### src/rtl/bcd_to_binary_converter.sv
// bcd_to_binary_converter: 3-digit BCD to N-bit binary by reverse double-dabble.
// Each bit shifts {BCD,BIN} right by one, then subtracts 3 from every BCD digit >= 8.
// Optional macro BCD2BIN_SINGLE_CYCLE_EN merges shift and adjust into one ITER state per bit.
// Ports: clk/rst (sync, active-high), convierte start (sampled in IDLE only),
//        Centenas/Decenas/Unidades BCD digits (sampled in LOAD only),
//        OUT registered result, error registered invalid-digit flag,
//        listo = idle decode, fin = one-cycle done decode.
module bcd_to_binary_converter #(
  parameter int N = 10
) (
  input  logic         clk,
  input  logic         rst,
  input  logic         convierte,
  input  logic [3:0]   Centenas,
  input  logic [3:0]   Decenas,
  input  logic [3:0]   Unidades,
  output logic [N-1:0] OUT,
  output logic         error,
  output logic         listo,
  output logic         fin
);

  localparam int CW = $clog2(N);

  typedef enum logic [2:0] {
    S_IDLE   = 3'd0,
    S_LOAD   = 3'd1,
    S_SHIFT  = 3'd2,
    S_ADJUST = 3'd3,
    S_DONE   = 3'd4,
    S_ITER   = 3'd5
  } state_t;

  state_t        r_state;
  logic [11:0]   r_bcd;
  logic [N-1:0]  r_bin;
  logic [CW-1:0] r_cnt;
  logic [N-1:0]  r_out;
  logic          r_error;

  logic [11:0]   w_shift_bcd;
  logic [N-1:0]  w_shift_bin;
  logic          w_bad_digit;

  // Per-digit correction; 4-bit arithmetic so no borrow crosses digits.
  function automatic logic [11:0] adjust_digits(input logic [11:0] b);
    logic [11:0] r;
    for (int i = 0; i < 3; i++) begin
      if (b[i*4 +: 4] >= 4'd8) r[i*4 +: 4] = b[i*4 +: 4] - 4'd3;
      else                     r[i*4 +: 4] = b[i*4 +: 4];
    end
    return r;
  endfunction

  // BCD bit 0 falls into the top of BIN; a zero enters the top of BCD.
  assign w_shift_bcd = {1'b0, r_bcd[11:1]};
  assign w_shift_bin = {r_bcd[0], r_bin[N-1:1]};

  assign w_bad_digit = (Centenas > 4'd9) || (Decenas > 4'd9) || (Unidades > 4'd9);

  assign listo = (r_state == S_IDLE);
  assign fin   = (r_state == S_DONE);
  assign OUT   = r_out;
  assign error = r_error;

  always_ff @(posedge clk) begin
    if (rst) begin
      r_state <= S_IDLE;
      r_bcd   <= '0;
      r_bin   <= '0;
      r_cnt   <= '0;
      r_out   <= '0;
      r_error <= 1'b0;
    end else begin
      case (r_state)
        S_IDLE: begin
          if (convierte) r_state <= S_LOAD;
        end
        S_LOAD: begin
          r_bcd <= {Centenas, Decenas, Unidades};
          r_bin <= '0;
          r_cnt <= CW'(N - 1);
          if (w_bad_digit) begin
            r_error <= 1'b1;
            r_out   <= '0;
            r_state <= S_DONE;
          end else begin
            r_error <= 1'b0;
`ifdef BCD2BIN_SINGLE_CYCLE_EN
            r_state <= S_ITER;
`else
            r_state <= S_SHIFT;
`endif
          end
        end
`ifdef BCD2BIN_SINGLE_CYCLE_EN
        S_ITER: begin
          r_bcd <= adjust_digits(w_shift_bcd);
          r_bin <= w_shift_bin;
          r_cnt <= r_cnt - 1'b1;
          if (r_cnt == '0) begin
            r_out   <= w_shift_bin;
            r_state <= S_DONE;
          end
        end
`else
        S_SHIFT: begin
          r_bcd   <= w_shift_bcd;
          r_bin   <= w_shift_bin;
          r_state <= S_ADJUST;
        end
        S_ADJUST: begin
          r_bcd <= adjust_digits(r_bcd);
          r_cnt <= r_cnt - 1'b1;
          if (r_cnt == '0) begin
            r_out   <= r_bin;
            r_state <= S_DONE;
          end else begin
            r_state <= S_SHIFT;
          end
        end
`endif
        S_DONE: begin
          r_state <= S_IDLE;
        end
        default: begin
          r_state <= S_IDLE;
        end
      endcase
    end
  end

endmodule

### config.mk
export PLATFORM = sky130hd
export DESIGN_NAME = bcd_to_binary_converter
export DESIGN_NICKNAME = d
export VERILOG_FILES = /design/src/rtl/bcd_to_binary_converter.sv
export SDC_FILE = /design/constraint.sdc
export NUM_CORES = 1
export LEC_CHECK = 0
export BUFFER_PORTS_ARGS = -buffer_cell sky130_fd_sc_hd__buf_2
export CAP_MARGIN = 40
export CORE_MARGIN = 2
export CORE_UTILIZATION = 40
export CTS_CLUSTER_DIAMETER = 50
export CTS_CLUSTER_SIZE = 16
export DETAILED_ROUTE_END_ITERATION = 6
export HOLD_SLACK_MARGIN = 0.03
export SYNTH_ARGS = -nofsm -noshare
export SYNTH_HDL_FRONTEND = slang
export SYNTH_SLANG_ARGS = --single-unit
### constraint.sdc
create_clock -name clk -period 1.8 [get_ports clk]
set_clock_uncertainty 0.15 [all_clocks]
set_input_delay 0 -clock clk [delete_from_list [all_inputs] [get_ports clk]]
set_output_delay 0 -clock clk [all_outputs]
set_load 0.1 [all_outputs]
==> impl_metrics.py <==
metrics = {
    "worst_setup_path": {
        "cp_max_fo": 10,
        "worstSetupStartpointType": "flop",
        "crit_type": "reg2reg",
        "startpoint": "r_cnt[0]$_SDFFE_PP0P_",
        "r2r-start": "r_cnt[0]$_SDFFE_PP0P_",
        "cp.required_ps": 1890,
        "endpoint_kind": "flop",
        "r2r_slack_ps": 90,
        "cp_data_arrival_time_ps": 1800,
    },
    "clock_network": {
        "cts_buffers": 5,
        "clkLatencyLatePin_ps": 290,
        "ctsLongestPathBuffers": 2,
        "cts.clk_slew.worst_paths_ps": 90,
        "cts_setup_buffers": 0,
        "cts_sinks": 40,
        "cts_tree": "built",
        "clock-root-buffer": "clkbuf_8",
        "htreeDepth": 2,
    },
    "logic_synthesis": {
        "synth_top_cell_area_share": 0.401,
        "synth_ff_type": "dfxtp_1",
        "synth_area_leader_cell": "dfxtp_1",
        "synth_seq_cells": 40,
        "yosysSeqAreaShare": 0.401,
        "synthTopCellsByArea": "dfxtp_1 40%, a2bb2oi_1 6.6%, ha_1 5.0%",
        "synth_edf_count": 0,
        "netlist_area_mm2": 0.00200,
        "synth_area_per_cell_um2": 8.72,
        "synthArstFlopShare": 0,
        "yosysWarnings": 0,
        "synth.distinct_cells": 36,
        "synthCells": 229,
        "syn_nets": 252,
    },
    "grt": {
        "grt-ovfl-total": 0,
        "grt_usage": 0.187,
        "grt_pass1_vias": 1760,
        "antenna_found_initial": 0,
        "grt_pass1_wl_mm": 8.11,
        "grt_start_max_net_pins": 20,
    },
    "power": {
        "vdd_ir_drop_max_v": 0.000333,
        "p_total_mw": 1.92,
        "p_leak_nw": 1.02,
        "p_per_area_mw_per_mm2": 752,
    },
    "worst_hold_path": {
        "hp-class": "reg2reg",
        "hp-start": "OUT[4]$_SDFFE_PP0P_",
    },
    "sta": {
        "relSlewSlack": 0.676,
        "timing.final.ws_setup_ps": 89.7,
        "worst_slew_pin_slew_ps": 489,
        "setup_viol": 0,
        "fmax_mhz": 585,
        "finalCritPeriodShare": 0.950,
        "hold_viol_final": 0,
        "rsz0062_at_grt": "true",
        "drv_slew": 0,
        "period_minus_slack_ps": 1710,
    },
    "routing": {
        "firstDrtPassIters": 4,
        "vias": 1822,
        "drt_iter0_drc": 99,
        "vias_per_cell": 5.27,
        "totalWireLength_mm": 4.86,
        "drc": 0,
        "wl_per_cell_um": 14.0,
        "ant_nets": 0,
    },
    "floorplanning": {
        "die_h_um": 74.7,
        "coreArea_mm2": 0.00475,
        "ios": 28,
        "rows": 25,
        "dieArea_mm2": 0.00557,
        "start_util": 0.420,
        "die_w_um": 74.7,
    },
    "flow_run": {
        "cap_violations": 0,
    },
    "run_status": {
        "outcome": "complete, no violations",
    },
    "layout": {
        "final_util": 0.537,
        "nets": 301,
        "drive_gt1_frac": 0.222,
        "antenna_cells": 0,
        "syn_to_final_growth_pct": 27.9,
    },
    "placement": {
        "port_buffers": 27,
        "dp_slack_ps": -26.7,
        "dp_hpwl_mm": 3.23,
        "gp_congestion": 0.862,
    },
}
worst max-delay path, stage by stage (launching register included):
cell     delay, ps
dfxtp_1        310
inv_1           70
ha_1           160
or3b_4         410
nor4_4         240
buf_6          180
a22o_1         140
final timing paths:
kind / to / depth (start not counted)
min: OUT[4]$_SDFFE_PP0P_ / 1
max reg2reg: OUT[3]$_SDFFE_PP0P_ / 6
max: OUT[3]$_SDFFE_PP0P_ / 6
min reg2reg: OUT[4]$_SDFFE_PP0P_ / 1
metrics by stage:
stage / setup TNS [ps] / cell area, um2 / hold slack [ps] / cells
after global placement: 0 / 2280 / 140 / 324
after CTS: 0 / 2530 / 326 / 346
after detailed placement: -47.9 / 2280 / 142 / 324
after floorplan: -663 / 2010 / 13.9 / 229
after global routing: -14.9 / 2550 / 349 / 346
final: 0 / 2550 / 330 / 346
cells in the final DEF (no fill, tap or decap), drive strengths merged, types with 4 or more instances in the layout:
cell type,count
nor2b,6
a211o,6
mux2i,6
ha,8
nor3,4
nand2,12
dfxtp,40
dlygate4sd3,14
buf,43
nor2,26
a2bb2oi,15
clkbuf,8
a21oi,18
o21ai,17
inv,10
a22o,10
a22oi,10
layer usage:
metal / vias to the layer above / share of wire / track usage
met3: 4 / 0.024 / 0.0402
li1: 934 / - / -
met2: 30 / 0.46 / 0.287
met5: - / 0 / 0
met1: 854 / 0.51 / 0.256
met4: 0 / 0.010 / 0.0813
final cells by class:
type	count	area, um2
clock inverter	2	15.0
inverter	10	37.5
fill	452	2200
multi-input combinational	162	1110
tap	67	83.8
clock buffer	6	82.6
sequential	40	801
timing repair buffer	59	419
Yosys cell counts (2+ instances only):
master      n
ha_1        8
a22o_1     10
nor2_1     26
nor2b_1     6
dfxtp_1    40
o21ai_0    17
nand2_1    12
o211ai_1    2
nor3_1      4
mux2i_1     6
a22oi_1    10
inv_1      10
a2bb2oi_1  15
a21oi_1    17
a32oi_1     3
buf_2       5
a31oi_1     2
a211oi_1    2
clkbuf_1    6
buf_4       2
a211o_1     6
nand2b_1    3
buf_1       4
timing repair:
| item | CTS | global route |
|---|---|---|
| pin swaps | 0 | 1 |
| hold buffers | 14 | 0 |
| hold endpoints to repair | 21 | 0 |
| resized for setup | 3 | 7 |
| gates cloned | 0 | 0 |
| endpoints found under the setup margin | 7 | 27 |
power by group:
part           total [mW]  internal (mW)  switching [mW]  leakage [nW]
registers           0.945          0.912          0.0332         0.324
clock network       0.640          0.311           0.329        0.0434
logic               0.336          0.145           0.191         0.655
registers in the layout, indices dropped and copies added, names as in the netlist:
name     count
r_bin       10
r_cnt        4
error        1
OUT         10
r_state      3
r_bcd       12
kinds of logic (layout without fill, tap and decap cells):
family | Yosys count | in the layout | share of synthesized area
compound gates | 86 | 86 | 0.303
fa+ha+maj | 8 | 8 | 0.0501
buf+inv | 27 | 77 | 0.0576
flops | 40 | 40 | 0.401
mux | 6 | 6 | 0.0301
simple gates | 62 | 62 | 0.159
Note: power is estimated with default switching activity, not from simulation.
